===== config.mk =====
export PLATFORM = sky130hd
export DESIGN_NAME = tff_div_sched_flat
export DESIGN_NICKNAME = d
export VERILOG_FILES = /design/src/rtl/tff_div_sched_if.sv /design/src/rtl/tff_div_sched.sv /design/src/flat_wrapper.sv
export SDC_FILE = /design/constraint.sdc
export NUM_CORES = 1
export LEC_CHECK = 0
export ABC_AREA = 1
export ABC_CLOCK_PERIOD_IN_PS = 1550
export CAP_MARGIN = 30
export CELL_PAD_IN_SITES_DETAIL_PLACEMENT = 0
export CELL_PAD_IN_SITES_GLOBAL_PLACEMENT = 1
export CORE_ASPECT_RATIO = 0.8
export CORE_MARGIN = 2
export CORE_UTILIZATION = 34
export DETAILED_ROUTE_END_ITERATION = 10
export PLACE_DENSITY_LB_ADDON = 0.1
export SKIP_CTS_REPAIR_TIMING = 1
export SLEW_MARGIN = 20
export SYNTH_ARGS = -nofsm -noshare
export SYNTH_HDL_FRONTEND = slang
export SYNTH_SLANG_ARGS = --single-unit

===== constraint.sdc =====
create_clock -name clk -period 1.55 [get_ports clk]
set_input_delay 0.465 -clock clk [delete_from_list [all_inputs] [get_ports clk]]
set_output_delay 0.465 -clock clk [all_outputs]
set_load 0.01 [all_outputs]

===== src/rtl/tff_div_sched_if.sv =====
`default_nettype none
// ============================================================================
// Module  : tff_div_sched_if
// Purpose : request/grant bundle between requesters and the shared divider.
//           Optional TFF_DIV_SCHED_PAUSE_EN adds the hold input.
// Rev     : 1.0
// ============================================================================
interface tff_div_sched_if;
    logic       req0;
    logic       req1;
    logic [2:0] sel0;
    logic [2:0] sel1;
    logic [7:0] cnt0;
    logic [7:0] cnt1;
    logic       gnt0;
    logic       gnt1;
    logic       busy;
    logic       q;
    logic       done;
`ifdef TFF_DIV_SCHED_PAUSE_EN
    logic       hold;
`endif

    modport master (
`ifdef TFF_DIV_SCHED_PAUSE_EN
        output hold,
`endif
        output req0, req1, sel0, sel1, cnt0, cnt1,
        input  gnt0, gnt1, busy, q, done
    );

    modport slave (
`ifdef TFF_DIV_SCHED_PAUSE_EN
        input  hold,
`endif
        input  req0, req1, sel0, sel1, cnt0, cnt1,
        output gnt0, gnt1, busy, q, done
    );
endinterface
`default_nettype wire


===== src/rtl/tff_div_sched.sv =====
`default_nettype none
// ============================================================================
// Module  : tff_div_sched
// Purpose : two-requester round-robin scheduler for a shared toggle-FF divider
//           chain. Optional macro TFF_DIV_SCHED_PAUSE_EN enables bus.hold.
// Rev     : 1.0
// ============================================================================
module tff_div_sched #(
    parameter int STAGES = 4
) (
    input  wire            clk,
    input  wire            rst,
    tff_div_sched_if.slave bus
);

    localparam logic [3:0] C_STAGES  = 4'(STAGES);
    localparam logic [2:0] C_MAX_SEL = 3'(STAGES - 1);

    typedef enum logic [1:0] {
        S_IDLE  = 2'd0,
        S_GRANT = 2'd1,
        S_RUN   = 2'd2,
        S_DONE  = 2'd3
    } state_t;

    state_t              state_q, state_d;
    logic                owner_q, owner_d;
    logic                last_q,  last_d;
    logic                gnt0_q,  gnt0_d;
    logic                gnt1_q,  gnt1_d;
    logic [2:0]          sel_q,   sel_d;
    logic [7:0]          cnt_q,   cnt_d;
    logic [7:0]          per_q,   per_d;
    logic [STAGES-1:0]   chain_q, chain_d;

    logic [STAGES-1:0]   w_chain_inc;
    logic                w_carry;
    logic                w_tap;
    logic                w_tick;
    logic                w_hold;
    logic                w_pick1;
    logic                w_owner_req;
    logic [2:0]          w_owner_sel;
    logic [7:0]          w_owner_cnt;

    function automatic logic [2:0] clamp_sel(input logic [2:0] s);
        return ({1'b0, s} >= C_STAGES) ? C_MAX_SEL : s;
    endfunction

`ifdef TFF_DIV_SCHED_PAUSE_EN
    assign w_hold = bus.hold;
`else
    assign w_hold = 1'b0;
`endif

    // Tie goes to whoever was not served last; a lone request always wins.
    assign w_pick1     = bus.req1 && (!bus.req0 || !last_q);
    assign w_owner_req = owner_q ? bus.req1 : bus.req0;
    assign w_owner_sel = clamp_sel(owner_q ? bus.sel1 : bus.sel0);
    assign w_owner_cnt = owner_q ? bus.cnt1 : bus.cnt0;

    // Synchronous cascade: stage k toggles when all lower stages are 1.
    always_comb begin
        w_carry     = 1'b1;
        w_chain_inc = '0;
        for (int k = 0; k < STAGES; k++) begin
            w_chain_inc[k] = chain_q[k] ^ w_carry;
            w_carry        = w_carry & chain_q[k];
        end
    end

    always_comb begin
        w_tap  = 1'b0;
        w_tick = 1'b1;
        for (int k = 0; k < STAGES; k++) begin
            if (sel_q == 3'(k)) begin
                w_tap = chain_q[k];
            end
            if (sel_q >= 3'(k)) begin
                w_tick = w_tick & chain_q[k];
            end
        end
    end

    always_comb begin
        state_d = state_q;
        owner_d = owner_q;
        last_d  = last_q;
        gnt0_d  = gnt0_q;
        gnt1_d  = gnt1_q;
        sel_d   = sel_q;
        cnt_d   = cnt_q;
        per_d   = per_q;
        chain_d = chain_q;
        case (state_q)
            S_IDLE: begin
                if (bus.req0 || bus.req1) begin
                    owner_d = w_pick1;
                    gnt0_d  = !w_pick1;
                    gnt1_d  = w_pick1;
                    state_d = S_GRANT;
                end
            end
            S_GRANT: begin
                if (!w_owner_req) begin
                    state_d = S_IDLE;
                    gnt0_d  = 1'b0;
                    gnt1_d  = 1'b0;
                    last_d  = owner_q;
                end else begin
                    sel_d   = w_owner_sel;
                    cnt_d   = w_owner_cnt;
                    per_d   = '0;
                    chain_d = '0;
                    state_d = (w_owner_cnt == 8'd0) ? S_DONE : S_RUN;
                end
            end
            S_RUN: begin
                if (!w_owner_req) begin
                    state_d = S_IDLE;
                    gnt0_d  = 1'b0;
                    gnt1_d  = 1'b0;
                    last_d  = owner_q;
                end else if (!w_hold) begin
                    chain_d = w_chain_inc;
                    if (w_tick) begin
                        per_d = per_q + 8'd1;
                        if ((per_q + 8'd1) == cnt_q) begin
                            state_d = S_DONE;
                        end
                    end
                end
            end
            S_DONE: begin
                state_d = S_IDLE;
                gnt0_d  = 1'b0;
                gnt1_d  = 1'b0;
                last_d  = owner_q;
            end
            default: begin
                state_d = S_IDLE;
                gnt0_d  = 1'b0;
                gnt1_d  = 1'b0;
            end
        endcase
    end

    always_ff @(posedge clk or negedge rst) begin
        if (!rst) begin
            state_q <= S_IDLE;
            owner_q <= 1'b0;
            last_q  <= 1'b1;
            gnt0_q  <= 1'b0;
            gnt1_q  <= 1'b0;
            sel_q   <= '0;
            cnt_q   <= '0;
            per_q   <= '0;
            chain_q <= '0;
        end else begin
            state_q <= state_d;
            owner_q <= owner_d;
            last_q  <= last_d;
            gnt0_q  <= gnt0_d;
            gnt1_q  <= gnt1_d;
            sel_q   <= sel_d;
            cnt_q   <= cnt_d;
            per_q   <= per_d;
            chain_q <= chain_d;
        end
    end

    assign bus.gnt0 = gnt0_q;
    assign bus.gnt1 = gnt1_q;
    assign bus.busy = (state_q != S_IDLE);
    assign bus.q    = (state_q == S_RUN) && w_tap;
    assign bus.done = (state_q == S_DONE);

    a_gnt_mutex : assert property (@(posedge clk) disable iff (!rst) !(gnt0_q && gnt1_q));

endmodule
`default_nettype wire


===== src/flat_wrapper.sv =====
// flat-port wrapper written by rule: the top's interface ports become plain ports
module tff_div_sched_flat 
#(
    parameter int STAGES = 4
)
  (clk, rst, bus_req0, bus_req1, bus_sel0, bus_sel1, bus_cnt0, bus_cnt1, bus_gnt0, bus_gnt1, bus_busy, bus_q, bus_done);
  tff_div_sched_if bus_i ();
  input  wire clk;
  input  wire rst;
  input wire logic [$bits(bus_i.req0)-1:0] bus_req0;
  input wire logic [$bits(bus_i.req1)-1:0] bus_req1;
  input wire logic [$bits(bus_i.sel0)-1:0] bus_sel0;
  input wire logic [$bits(bus_i.sel1)-1:0] bus_sel1;
  input wire logic [$bits(bus_i.cnt0)-1:0] bus_cnt0;
  input wire logic [$bits(bus_i.cnt1)-1:0] bus_cnt1;
  output wire logic [$bits(bus_i.gnt0)-1:0] bus_gnt0;
  output wire logic [$bits(bus_i.gnt1)-1:0] bus_gnt1;
  output wire logic [$bits(bus_i.busy)-1:0] bus_busy;
  output wire logic [$bits(bus_i.q)-1:0] bus_q;
  output wire logic [$bits(bus_i.done)-1:0] bus_done;
  assign bus_i.req0 = bus_req0;
  assign bus_i.req1 = bus_req1;
  assign bus_i.sel0 = bus_sel0;
  assign bus_i.sel1 = bus_sel1;
  assign bus_i.cnt0 = bus_cnt0;
  assign bus_i.cnt1 = bus_cnt1;
  assign bus_gnt0 = bus_i.gnt0;
  assign bus_gnt1 = bus_i.gnt1;
  assign bus_busy = bus_i.busy;
  assign bus_q = bus_i.q;
  assign bus_done = bus_i.done;
  tff_div_sched #(.STAGES(STAGES)) u_core (.clk(clk), .rst(rst), .bus(bus_i));
endmodule

==> results.json <==
{
  "die_w_um": 86.9,
  "holdPathStages": 2,
  "drv_cap": 0,
  "holdPathEnd": "u_core.last_q$_DFFE_PN1P_",
  "worstSetupPathType": "reg2out",
  "ir_worst_vdd_mv": 0.867,
  "max_stage_delay_ns": 0.36,
  "rsz0062_at_grt": "yes",
  "yosysUniqueCellTypes": 31,
  "syn_to_final_growth_pct": 58.8,
  "finalNetCount": 381,
  "place_ws_ns": -0.365,
  "synthCells": 258,
  "hold_viol": 0,
  "start_kind": "register",
  "max_slew_margin": 0.768,
  "syn_nets": 291,
  "drc": 0,
  "syn_area_um2": 1870,
  "tritoncts": "done",
  "wirelength_um": 5230,
  "clkTransAtPathRegs_ns": 0.06,
  "grt_usage": 0.187,
  "root_buffer": "clkbuf_8",
  "worst-endpoint-arrival_ns": 1.32,
  "first_iter_violations": 83,
  "die_h_um": 70.3,
  "r2r-start": "u_core.per_q[1]$_DFFE_PN0P_",
  "grt_pass1_wl_um": 8810,
  "hp-class": "reg2reg",
  "crit_start": "u_core.sel_q[1]$_DFFE_PN0P_",
  "cp-end-kind": "output pin",
  "gp_congestion": 0.824,
  "fin_crit_sh": 1.15,
  "clock_path_buffers": 2,
  "drive_gt1_frac": 0.348,
  "cts_buffers": 5,
  "viasPerCell": 4.69,
  "cts_sinks": 29,
  "ys_seq_area_frac": 0.389,
  "ant_nets": 0,
  "violations": "setup timing",
  "power_density_nw_per_um2": 1520,
  "first_global_vias": 1842,
  "core_area_um2": 5380,
  "min-delay-start": "u_core.last_q$_DFFE_PN1P_",
  "reg2reg_to": "u_core.state_q[1]$_DFFE_PN0P_",
  "drv_slew": 0,
  "tns_ns": -0.954,
  "dieArea_um2": 6110,
  "grt_max_degree": 30,
  "reg2reg_depth": 12,
  "fin_crit_ns": 1.78,
  "synth_top_cell_by_area": "dfrtp_1",
  "crit_chain": "buf_4 > nand2_1 > nor3_1 > nor3_2 > buf_2",
  "syn_avg_cell_area_um2": 7.24,
  "clock_latency_ns": 0.28,
  "layout_setup_ws_ns": -0.231,
  "utilization": 0.552,
  "skew_ns": 0.00623,
  "io_buffers": 30,
  "rows": 24,
  "crit_required_ns": 1.08,
  "fmax_mhz": 561,
  "overflow": 0,
  "ys_seq_elements": 29,
  "leakage_nw": 1.44,
  "ys.warnings.count": 0,
  "dp_hpwl_um": 3990,
  "vias": 1938,
  "netlist.area_leader.share": 0.375,
  "dr.pass1.iters": 4,
  "finalNonFillerCells": 413,
  "p_total_mw": 4.50,
  "initial_core_util": 0.348,
  "antenna_found_initial": 0,
  "status": "complete, but fails checks",
  "n_antenna_cell": 0,
  "fin_area_um2": 2970,
  "htree_levels": 2,
  "critPathMaxFanout": 3,
  "yosys-top-cells-area": "dfrtp_1, nand2_1, nand3_1, inv_1, o21ai_0",
  "critPathSlowestCell": "dfrtp_1",
  "routedWlPerCell_um": 12.7,
  "setup_viol": 13,
  "reg2reg_slack_ns": -0.12,
  "io_pins": 31,
  "placed_cell_area_um2": 2650,
  "hold_ws_ns": 0.500,
  "post-place-cells": 400,
  "tightestPinTransition_ns": 0.346
}
==> flip-flops by register name, summed over array words and instances (netlist names) <==
signal	cells
u_core.cnt_q	8
u_core.owner_q	1
u_core.bus.gnt1	1
u_core.per_q	8
u_core.state_q	2
u_core.bus.gnt0	1
u_core.sel_q	3
u_core.chain_q	4
u_core.last_q	1
==> where the power goes <==
part	switching, mW	leakage [nW]	internal (mW)	total [mW]
Combinational	1.38	1.03	1.33	2.71
Clock	0.286	0.0443	0.352	0.638
Sequential	0.166	0.368	0.983	1.15
Total	1.83	1.44	2.67	4.50
==> cell usage after synthesis <==
cell,number
o21ai_1,4
mux2i_1,1
o21ai_0,20
nor4_1,1
ha_1,7
o21ai_2,1
nand3_1,29
dfstp_2,1
nor2_2,5
dfrtp_1,28
inv_1,28
o21bai_1,1
a31oi_1,3
inv_2,8
xor2_1,2
nand2_2,5
a41oi_1,2
nor2_4,1
a21oi_2,1
a21oi_1,6
buf_6,1
nor3_4,1
xnor2_1,1
nand2_1,79
o22ai_1,1
o21ai_4,1
nor2_1,11
nor3_1,4
a21boi_0,1
nand3_2,2
buf_2,2
==> layout make-up <==
cell class              instances  area (µm²)
inverters                      36         138
flip-flops and latches         29         729
well taps                      65        81.3
fillers                       523        2410
clock buffers                   7        86.3
repair buffers                 86         785
multi-input cells             190        1150
==> cell families after synthesis <==
family / Yosys count / share of synthesized area
AOI/OAI and AO/OA: 41 / 0.129
adders and majority gates: 7 / 0.0469
muxes: 1 / 0.00536
buffers and inverters: 39 / 0.0837
DFF: 29 / 0.389
xor gates and xnor gates: 3 / 0.0141
and+or+nand+nor: 138 / 0.332
==> cells in the final DEF (no fill, tap or decap), types with 2 or more instances in the layout <==
| cell | n |
|---|---|
| a41oi_1 | 2 |
| o21ai_2 | 2 |
| a21oi_2 | 2 |
| nand2_1 | 71 |
| clkbuf_8 | 6 |
| nor2_4 | 5 |
| inv_1 | 25 |
| a21oi_1 | 5 |
| dlymetal6s2s_1 | 4 |
| nor2_2 | 3 |
| a31oi_1 | 3 |
| inv_2 | 10 |
| dfrtp_2 | 2 |
| buf_4 | 48 |
| nand2_4 | 2 |
| nand3_2 | 8 |
| ha_1 | 2 |
| buf_6 | 7 |
| dfrtp_1 | 26 |
| buf_12 | 3 |
| clkdlybuf4s50_1 | 23 |
| nor2_1 | 9 |
| o21ai_0 | 19 |
| nand3_1 | 22 |
| xor2_1 | 2 |
| o21ai_1 | 4 |
| nand2_2 | 11 |
| ha_4 | 4 |
| nor3_1 | 3 |
==> layer usage <==
metal	up-vias	GRT usage	share of wire
li1	1014	-	-
met5	-	0	0
met3	5	0.0355	0.035
met1	880	0.288	0.53
met2	39	0.260	0.42
met4	0	0.0625	0.010
==> worst max path at each step <==
| stage | endpoint | depth (start not counted) |
|---|---|---|
| after global placement | bus_q | 8 |
| after global routing | bus_q | 8 |
| after detailed placement | bus_q | 8 |
| after CTS | bus_q | 8 |
| after floorplan | bus_q | 4 |
| final | bus_q | 5 |
==> worst max-delay path, delay by kind of cell, from the launching register on <==
family	cells	cell delay [ns]
buffers and inverters	2	0.28
AND/OR/NAND/NOR	3	0.40
flip-flops	1	0.36
No activity file was read; power rests on OpenSTA's default activity.
